--- src/rtl/rtc_bus_master_pkg.sv ---
// Shared definitions for the RTC multiplexed bus master: phase encodings,
// strobe polarity constants and the per-phase duration lookup.
package rtc_bus_master_pkg;

  typedef enum logic [2:0] {
    PH_IDLE    = 3'd0,
    PH_A_SETUP = 3'd1,
    PH_A_PULSE = 3'd2,
    PH_A_HOLD  = 3'd3,
    PH_D_SETUP = 3'd4,
    PH_D_PULSE = 3'd5,
    PH_D_HOLD  = 3'd6,
    PH_RECOVER = 3'd7
  } phase_e;

  localparam logic STROBE_ON  = 1'b0;
  localparam logic STROBE_OFF = 1'b1;
  localparam logic AD_ADDR    = 1'b0;
  localparam logic AD_DATA    = 1'b1;

  // Number of clk cycles spent in a bus phase.
  function automatic int unsigned phase_cycles(input phase_e ph,
                                               input int unsigned t_setup,
                                               input int unsigned t_pulse,
                                               input int unsigned t_hold,
                                               input int unsigned t_rec);
    int unsigned cyc;
    case (ph)
      PH_A_SETUP, PH_D_SETUP: cyc = t_setup;
      PH_A_PULSE, PH_D_PULSE: cyc = t_pulse;
      PH_A_HOLD,  PH_D_HOLD:  cyc = t_hold;
      PH_RECOVER:             cyc = t_rec;
      default:                cyc = 1;
    endcase
    return cyc;
  endfunction

endpackage

--- src/rtl/rtc_phase_timer.sv ---
// Loadable down-counter timing one bus phase; expire_c marks the final cycle
// of the loaded interval.
module rtc_phase_timer #(
  parameter int unsigned CNT_W = 3
) (
  input  logic             clk,
  input  logic             rst,
  input  logic             load,
  input  logic [CNT_W-1:0] load_val,
  output logic             expire_c
);

  logic [CNT_W-1:0] cnt_q;
  logic             run_q;

  // load_val is the phase length minus one; the counter idles once it hits zero.
  always_ff @(posedge clk or negedge rst) begin
    if (!rst) begin
      cnt_q <= '0;
      run_q <= 1'b0;
    end else if (load) begin
      cnt_q <= load_val;
      run_q <= 1'b1;
    end else if (run_q) begin
      if (cnt_q == '0) run_q <= 1'b0;
      else             cnt_q <= cnt_q - CNT_W'(1);
    end
  end

  assign expire_c = run_q && (cnt_q == '0);

endmodule

--- src/rtl/rtc_bus_master.sv ---
// Command-driven master for the RTC multiplexed address/data bus: single or
// auto-incrementing burst reads/writes with programmable phase timing.
module rtc_bus_master
  import rtc_bus_master_pkg::*;
#(
  parameter  int unsigned DATA_W    = 8,
  parameter  int unsigned MAX_BURST = 8,
  parameter  int unsigned T_SETUP   = 2,
  parameter  int unsigned T_PULSE   = 4,
  parameter  int unsigned T_HOLD    = 2,
  parameter  int unsigned T_REC     = 3,
  localparam int unsigned LEN_W     = $clog2(MAX_BURST + 1)
) (
  input  logic                        clk,
  input  logic                        rst,
  input  logic                        cmd_valid,
  output logic                        cmd_ready,
  input  logic                        cmd_write,
  input  logic [DATA_W-1:0]           cmd_addr,
  input  logic [LEN_W-1:0]            cmd_len,
  input  logic [DATA_W*MAX_BURST-1:0] wr_data,
  input  logic                        abort,
  output logic [DATA_W*MAX_BURST-1:0] rd_data,
  output logic                        done,
  output logic [LEN_W-1:0]            beats_done,
  output logic                        busy,
  input  logic [DATA_W-1:0]           bus_in,
  output logic [DATA_W-1:0]           bus_out,
  output logic                        bus_oe,
  output logic                        cs,
  output logic                        ad,
  output logic                        wr,
  output logic                        rd
);

  localparam int unsigned IDX_W = (MAX_BURST > 1) ? $clog2(MAX_BURST) : 1;
  localparam int unsigned T_SP  = (T_SETUP > T_PULSE) ? T_SETUP : T_PULSE;
  localparam int unsigned T_HR  = (T_HOLD > T_REC) ? T_HOLD : T_REC;
  localparam int unsigned T_MAX = (T_SP > T_HR) ? T_SP : T_HR;
  localparam int unsigned CNT_W = (T_MAX > 1) ? $clog2(T_MAX) : 1;

  phase_e                               state_q, state_d;
  logic [LEN_W-1:0]                     beat_q, beat_d, beat_nxt;
  logic [LEN_W-1:0]                     len_q, len_d, len_clamp;
  logic [DATA_W-1:0]                    addr_q, addr_d;
  logic                                 write_q, write_d;
  logic                                 abort_q;
  logic [MAX_BURST-1:0][DATA_W-1:0]     wr_buf_q;
  logic [MAX_BURST-1:0][DATA_W-1:0]     rd_buf_q;
  logic [IDX_W-1:0]                     idx_q, idx_d;
  logic                                 accept_c;
  logic                                 expire_c;
  logic                                 load;
  logic [CNT_W-1:0]                     load_val;
  logic                                 done_d;
  logic [LEN_W-1:0]                     beats_done_d;
  logic                                 cs_d, ad_d, wr_d, rd_d, oe_d;
  logic [DATA_W-1:0]                    bus_out_d;
  logic                                 in_data_c, in_addr_c;

  assign accept_c  = cmd_valid && cmd_ready;
  assign beat_nxt  = beat_q + LEN_W'(1);
  assign len_clamp = (cmd_len > LEN_W'(MAX_BURST)) ? LEN_W'(MAX_BURST) : cmd_len;
  assign idx_q     = beat_q[IDX_W-1:0];
  assign idx_d     = beat_d[IDX_W-1:0];
  assign rd_data   = rd_buf_q;

  rtc_phase_timer #(.CNT_W(CNT_W)) u_timer (
    .clk      (clk),
    .rst      (rst),
    .load     (load),
    .load_val (load_val),
    .expire_c (expire_c)
  );

  // Next-state, beat bookkeeping and next values of the registered bus outputs.
  always_comb begin
    state_d      = state_q;
    beat_d       = beat_q;
    len_d        = len_q;
    addr_d       = addr_q;
    write_d      = write_q;
    done_d       = 1'b0;
    beats_done_d = beats_done;

    case (state_q)
      PH_IDLE: begin
        if (accept_c) begin
          write_d = cmd_write;
          addr_d  = cmd_addr;
          beat_d  = '0;
          len_d   = len_clamp;
          if (len_clamp == '0) begin
            done_d       = 1'b1;
            beats_done_d = '0;
          end else begin
            state_d = PH_A_SETUP;
          end
        end
      end
      PH_A_SETUP: if (expire_c) state_d = PH_A_PULSE;
      PH_A_PULSE: if (expire_c) state_d = PH_A_HOLD;
      PH_A_HOLD:  if (expire_c) state_d = PH_D_SETUP;
      PH_D_SETUP: if (expire_c) state_d = PH_D_PULSE;
      PH_D_PULSE: if (expire_c) state_d = PH_D_HOLD;
      PH_D_HOLD:  if (expire_c) state_d = PH_RECOVER;
      PH_RECOVER: begin
        if (expire_c) begin
          // abort is also honoured on the very last RECOVER cycle
          if ((beat_nxt >= len_q) || abort_q || abort) begin
            state_d      = PH_IDLE;
            done_d       = 1'b1;
            beats_done_d = beat_nxt;
          end else begin
            state_d = PH_A_SETUP;
            beat_d  = beat_nxt;
            addr_d  = addr_q + DATA_W'(1);
          end
        end
      end
      default: state_d = PH_IDLE;
    endcase

    load     = (state_d != state_q) && (state_d != PH_IDLE);
    load_val = CNT_W'(phase_cycles(state_d, T_SETUP, T_PULSE, T_HOLD, T_REC) - 1);

    in_addr_c = (state_d == PH_A_SETUP) || (state_d == PH_A_PULSE) || (state_d == PH_A_HOLD);
    in_data_c = (state_d == PH_D_SETUP) || (state_d == PH_D_PULSE) || (state_d == PH_D_HOLD);

    cs_d      = (in_addr_c || in_data_c) ? STROBE_ON : STROBE_OFF;
    ad_d      = in_data_c ? AD_DATA : AD_ADDR;
    wr_d      = ((state_d == PH_A_PULSE) || ((state_d == PH_D_PULSE) && write_d))
                ? STROBE_ON : STROBE_OFF;
    rd_d      = ((state_d == PH_D_PULSE) && !write_d) ? STROBE_ON : STROBE_OFF;
    oe_d      = in_addr_c || (in_data_c && write_d);
    bus_out_d = '0;
    if (in_addr_c)                 bus_out_d = addr_d;
    else if (in_data_c && write_d) bus_out_d = wr_buf_q[idx_d];
  end

  // FSM state and command context.
  always_ff @(posedge clk or negedge rst) begin
    if (!rst) begin
      state_q <= PH_IDLE;
      beat_q  <= '0;
      len_q   <= '0;
      addr_q  <= '0;
      write_q <= 1'b0;
      abort_q <= 1'b0;
    end else begin
      state_q <= state_d;
      beat_q  <= beat_d;
      len_q   <= len_d;
      addr_q  <= addr_d;
      write_q <= write_d;
      if (accept_c)                          abort_q <= 1'b0;
      else if (abort && (state_q != PH_IDLE)) abort_q <= 1'b1;
    end
  end

  // Write payload captured at accept; read beats sampled on the last rd-low cycle.
  always_ff @(posedge clk or negedge rst) begin
    if (!rst) begin
      wr_buf_q <= '0;
      rd_buf_q <= '0;
    end else begin
      if (accept_c) wr_buf_q <= wr_data;
      if (accept_c && !cmd_write) begin
        rd_buf_q <= '0;
      end else if ((state_q == PH_D_PULSE) && expire_c && !write_q) begin
        rd_buf_q[idx_q] <= bus_in;
      end
    end
  end

  // Registered bus and handshake outputs.
  always_ff @(posedge clk or negedge rst) begin
    if (!rst) begin
      cs         <= STROBE_OFF;
      wr         <= STROBE_OFF;
      rd         <= STROBE_OFF;
      ad         <= AD_ADDR;
      bus_oe     <= 1'b0;
      bus_out    <= '0;
      done       <= 1'b0;
      beats_done <= '0;
      cmd_ready  <= 1'b1;
      busy       <= 1'b0;
    end else begin
      cs         <= cs_d;
      wr         <= wr_d;
      rd         <= rd_d;
      ad         <= ad_d;
      bus_oe     <= oe_d;
      bus_out    <= bus_out_d;
      done       <= done_d;
      beats_done <= beats_done_d;
      cmd_ready  <= (state_d == PH_IDLE);
      busy       <= (state_d != PH_IDLE);
    end
  end

endmodule

--- config.mk ---
export PLATFORM = sky130hd
export DESIGN_NAME = rtc_bus_master
export DESIGN_NICKNAME = d
export VERILOG_FILES = /design/src/rtl/rtc_bus_master_pkg.sv /design/src/rtl/rtc_phase_timer.sv /design/src/rtl/rtc_bus_master.sv
export SDC_FILE = /design/constraint.sdc
export NUM_CORES = 1
export LEC_CHECK = 0
export BUFFER_PORTS_ARGS = -buffer_cell sky130_fd_sc_hd__buf_2
export CORE_AREA = 3 3 205 147
export DETAILED_ROUTE_END_ITERATION = 6
export DIE_AREA = 0 0 208 150
export PLACE_DENSITY = 0.5
export SETUP_SLACK_MARGIN = 0.5
export SLEW_MARGIN = 20
export SYNTH_ARGS = -nofsm -noshare
export SYNTH_HDL_FRONTEND = slang
export SYNTH_SLANG_ARGS = --single-unit
--- constraint.sdc ---
create_clock -name clk -period 6.13 [get_ports clk]
set_input_delay 1.226 -clock clk [delete_from_list [all_inputs] [get_ports clk]]
set_output_delay 1.226 -clock clk [all_outputs]
set_load 0.01 [all_outputs]
== Yosys cells after proc, flatten, opt, wreduce, memory -nomap -nowiden ==
Index checks and enable logic that the tools add are counted.
Widths: inputs -> output; s select.
Word-level totals
  bits in registers: 172
  bits of input ports: 89
  output and inout bits: 84
  logic and storage cells: 158
Operators by class
  add/sub/neg operators: 4
  magnitude comparators: 5
  equality and inequality tests: 21
  multiplexer cells: 54
  reduce and logical (&&, ||, !) cells: 39
Operators with widths (number)
  $mux 64: 2
  $bwmux 64: 1
  $mux 8: 7
  $mux 4: 8
  $mux 3: 9
  $bmux 8 s3: 1
  $demux 8 s3: 1
  $eq 3x3->1 const B: 8
  $pmux 3 s8: 1
  $mux 1: 16
  $pmux 4 s2: 2
  $pmux 8 s2: 1
  $eq 3x2->1 const B: 4
  $ne 2x2->1 const B: 6
  $logic_and 1x1->1: 11
  $logic_or 1x1->1: 9
  $add 8x1->8 const B: 1
  $lt 3x4->1 const B: 2
  $reduce_bool 2->1: 4
  $eq 3x1->1 const B: 2
  $logic_not 3->1: 2
  $mux 2: 3
  $pmux 2 s3: 1
  $reduce_bool 3->1: 2
  other kinds (15): 19

== Longest topological paths before layout ==
  word-level depth: 13
  gate-level depth with buffers: 14
  depth with buffers taken out: 11

== Cells and area by module ==
From an unflattened synthesis, not the netlist that was laid out.
Second synthesis, totals
  cells, all modules: 721
  area total of the unflattened synthesis: 8121.5 sq um
By module, submodules not included
  rtc_bus_master: times used 1, cells an instance 705, area an instance 7957.6 sq um, seq. area each 4234.1 sq um
  rtc_phase_timer: times used 1, cells an instance 16, area an instance 163.9 sq um, seq. area each 75.1 sq um

== Worst setup path after synthesis ==
Ideal clock, no wire load.
  path kind: register to register
  start point: register beat_q[2]
  end point: register bus_out[0]
  library setup time: 0.126 ns
  data arrival time: 2.958 ns
  data required time: 6.004 ns
  slack: 3.046 ns
  cell stages (with the launch flop): 13
  path buffers: 3
  period minus slack after synthesis: 3.084 ns
  path through: dfrtp_1 -> clkbuf_1 -> nand3_1 -> xnor2_1 -> ha_1 -> a2111oi_2 -> o21ai_1 -> buf_2 -> nand2b_2 -> clkbuf_1 -> o31ai_1 -> a32oi_1 -> a221o_1
Between the ends
  cells in the longest elaborated chain, start to end: 13
  elaborated cells between the ends (all ways): 29
  those cells by class: 1 x add/sub; 1 x order compare; 6 x eq/ne; 14 x mux; 7 x reduce/logical
RTL lines
  start: declaration: RTL line rtc_bus_master.sv:43  | logic [LEN_W-1:0] beat_q, beat_d, beat_nxt;
  start signal: assignment: RTL line rtc_bus_master.sv:152  | beat_q <= beat_d;
  $add 4x1->4: RTL line rtc_bus_master.sv:62  | assign beat_nxt = beat_q + LEN_W'(1);
  $ge 4x4->1: RTL line rtc_bus_master.sv:110  | if ((beat_nxt >= len_q) || abort_q || abort) begin
  $logic_or 1x1->1 (2 in series): RTL line rtc_bus_master.sv:110
  $mux 1: RTL line rtc_bus_master.sv:110
  $mux 3: RTL line rtc_bus_master.sv:108  | if (expire_c) begin
  $pmux 3 s8: RTL line rtc_bus_master.sv:86  | case (state_q)
  $eq 3x3->1: RTL line rtc_bus_master.sv:128  | in_data_c = (state_d == PH_D_SETUP) || (state_d == PH_D_PULSE) || (state_d == PH_D_HOLD);
  $logic_or 1x1->1 (2 in series): RTL line rtc_bus_master.sv:128
  $logic_and 1x1->1: RTL line rtc_bus_master.sv:138  | else if (in_data_c && write_d) bus_out_d = wr_buf_q[idx_d];
  $mux 8: RTL line rtc_bus_master.sv:138
  $mux 8 (*): RTL line rtc_bus_master.sv:137  | if (in_addr_c) bus_out_d = addr_d;
  via bus_out_d[0]: RTL line rtc_bus_master.sv:58  | logic [DATA_W-1:0] bus_out_d;
  end signal: assignment: RTL line rtc_bus_master.sv:195  | bus_out <= bus_out_d;
  end: declaration: RTL line rtc_bus_master.sv:28  | output logic [DATA_W-1:0] bus_out,
Mark *: on every way through the listed nets, which the timed path passes. The rest lies on a longest branch. The select of a mux whose other input is x is not followed.
A chain may end at the register's enable or synchronous reset.

== Worst setup path after layout ==
  start point: register beat_q[2]
  end point: register bus_out[3]
Same word-level chain as after synthesis.

==> impl_metrics.tcl <==
set metrics [dict create \
    status "complete, no violations" \
    synthFlopType "dfrtp_1" \
    ir_drop_mv 0.184 \
    min_from "len_q[0]$_DFFE_PN0P_" \
    grtUsageTotal_pct 16.4 \
    die_h_um 150 \
    ys_ff_latch 172 \
    avgSynthCellArea_um2 10.7 \
    cts_buffers 17 \
    worstSetupStartpointType "register" \
    cp_max_fo 23 \
    combPwrFrac_pct 28.2 \
    power_mw 4.15 \
    critPathTopFamily "compound AO/OA/AOI/OAI gates" \
    setup_viol 0 \
    crit_type "reg -> reg" \
    crit_arrival_ns 4.24 \
    crit_slowest_cell "dfrtp_1" \
    start_util_pct 29.6 \
    antenna_found_initial 6 \
    ant_nets 0 \
    first_pass_iters 5 \
    netlist_area_um2 8440 \
    cts_tree "yes" \
    die_area_um2 31200 \
    grt_start_max_net_pins 70 \
    htree_num_levels 4 \
    finalHoldViolCount 0 \
    dieWidth_um 208 \
    cts-hold-fix-buffers 0 \
    hpwlAfterDp_um 17900 \
    skew_ns 0.0120 \
    layout_commonest_cell "buf_2" \
    cts_resized 0 \
    routedWlPerCell_um 19.2 \
    nets 1023 \
    grt_pass1_vias 6450 \
    leakage_nw 4.90 \
    synthArstFlopShare_pct 100 \
    crit_required_ns 6.46 \
    pwr-share-clk_pct 27.4 \
    place.gp.congestion 0.871 \
    yosys.area.top_type "dfrtp_1" \
    totalWireLength_um 25300 \
    port_buffers 172 \
    overflow 0 \
    cpPeakStageDelay_ns 0.57 \
    synth_nets 885 \
    ys_top_cells_by_area "dfrtp_1 50%, mux2_2 9.3%, mux2i_1 8.9%" \
    fin_util_pct 35.8 \
    clk_path_buf_depth 2 \
    yosys_warnings 0 \
    internal_power_mw 2.69 \
    p_per_area_nw_per_um2 406 \
    fmax_mhz 256 \
    drc_errors 0 \
    core_um2 28500 \
    syn_to_final_growth_pct 21.0 \
    switching_share_pct 35.0 \
    p_switching_mw 1.45 \
    hold_class "reg -> reg" \
    critPathLaunch "beat_q[2]$_DFF_PN0_" \
    max_cap_violations 0 \
    drt_iter0_markers 470 \
    synth_cell_type_count 65 \
    rsz0062_at_grt "false" \
    clk_latency_ns 0.44 \
    cp-end-kind "register" \
    setup_tns_ns 0 \
    grt_pass1_wl_um 39200 \
    drv_slew 0 \
    cts_root_buffer "clkbuf_16" \
    crit_buf_inv 1 \
    avgViaCountPerCell 4.98 \
    post-route-period-util_pct 63.7 \
    path_cells "nand3_1 -> xnor2_1 -> ha_1 -> a2111oi_2 -> o21ai_1 -> nor3_4 -> buf_4 -> a21oi_1 -> o32ai_2 -> o22ai_1 -> a32o_1" \
    reg2reg_from "beat_q[2]$_DFF_PN0_" \
    fin_crit_ns 3.91 \
    row_count 52 \
    layout_common_cells "171 x buf_2, 168 x dfrtp_1, 95 x nor2_1" \
    cts.sinks 172 \
    io_pins 173 \
    drive_above_1_share_pct 33.8 \
    yosysSeqAreaShare_pct 51.1 \
    synth_top_cell_area_share_pct 49.8 \
    slew-limit-headroom_pct 39.4 \
    timing.hold.ws_ns 0.494 \
    worst_slew_pin_slew_ns 0.903 \
    fill_cells 2916 \
    via_count 6571 \
    post_cts_buffers 0 \
    synth_edf_count 0 \
    synthesis.instances 790 \
    pwr-share-seq_pct 44.5 \
    path_clk_slew_ns 0.07 \
]
-- worst paths after layout --
check | endpoint | slack (ns) | cells after the start
max in group asynchronous | rd_data[6]$_DFFE_PN0P_ | 4.16 | 2
min | len_q[0]$_DFFE_PN0P_ | 0.49 | 2
min reg2reg | len_q[0]$_DFFE_PN0P_ | 0.49 | 2
max | bus_out[3]$_DFF_PN0_ | 2.22 | 11
min in group asynchronous | state_q[2]$_DFF_PN0_ | 0.80 | 1
max reg2reg | bus_out[3]$_DFF_PN0_ | 2.22 | 11
-- worst reg2reg max path, stage by stage, from the launching register on --
cell and delay [ns]:
dfrtp_1 0.57, nand3_1 0.26, xnor2_1 0.30, ha_1 0.31, a2111oi_2 0.29, o21ai_1 0.37, nor3_4 0.53, buf_4 0.38
a21oi_1 0.10, o32ai_2 0.27, o22ai_1 0.13, a32o_1 0.28
-- area by class of cell --
type,count,area [um2],area share (%)
Clock inverter,15,194,1.90
Clock buffer,17,425,4.17
Sequential cell,172,4310,42.2
Timing Repair Buffer,184,957,9.37
Multi-Input combinational cell,546,3820,37.5
Antenna cell,1,2.50,0.0245
Inverter,7,26.3,0.257
Tap cell,378,473,4.63
-- kinds of logic (layout without fill, tap and decap cells) --
family | after synthesis | count (layout) | synth area share, %
flops | 172 | 172 | 51.1
other cells | 0 | 1 | 0
compound gates | 134 | 134 | 10.9
buf+inv | 72 | 223 | 3.92
xor+xnor | 5 | 5 | 0.519
mux | 146 | 146 | 18.4
fa+ha+maj | 6 | 6 | 0.890
simple gates | 255 | 255 | 14.3
-- through the flow --
stage | instance area, um2 | cells | setup WS, ns
finish | 10200 | 1320 | 2.22
global route | 10200 | 1320 | 1.88
CTS | 10200 | 1319 | 2.27
detailed placement | 9590 | 1287 | 2.30
global placement | 9580 | 1287 | 2.40
floorplan | 8440 | 790 | 3.05
-- power groups by stage --
stage	Combinational, mW	Sequential (mW)	Clock [mW]
floorplan	0.858	1.74	0
global placement	1.16	1.85	0
detailed placement	1.17	1.86	0
CTS	1.17	1.83	1.18
global route	1.29	1.89	1.22
finish	1.17	1.84	1.14
-- state kept, by name, summed over array words and instances (netlist names) --
name / flops
abort_q: 1
ad: 1
addr_q: 8
beat_q: 4
beats_done: 4
bus_oe: 1
bus_out: 8
busy: 1
cmd_ready: 1
cs: 1
done: 1
len_q: 4
rd: 1
rd_data: 64
state_q: 3
u_timer.cnt_q: 2
u_timer.run_q: 1
wr: 1
wr_buf_q: 64
write_q: 1
-- cell usage after synthesis, types with 3 or more instances --
library cell	count
dfrtp_1	168
nor2_1	96
mux2i_1	75
nand2_1	71
mux2_2	70
clkbuf_1	39
a21oi_1	34
a31oi_1	24
nand3_1	23
nor3_1	20
o21ai_0	16
buf_2	15
o211ai_1	8
inv_1	7
o22ai_1	7
ha_1	6
nand2b_1	6
o21ai_1	6
o31ai_1	6
a32o_1	5
buf_1	5
buf_6	5
o32ai_2	5
xnor2_1	5
a21o_1	4
dfstp_2	4
nor3b_1	4
a31o_2	3
and3_1	3
nor2b_1	3
-- per-layer routing --
metal  vias up  GRT usage [%]  wire length [um]  share of wire [%]
met5         -              0                41               0.16
met4         6           3.87               165               0.65
met3        15           4.55              1650                6.5
met2       187           22.3             10600                 42
met1      3276           25.4             12800                 51
li1       3087              -                 -                  -
Power figures use the tool's default switching activity.
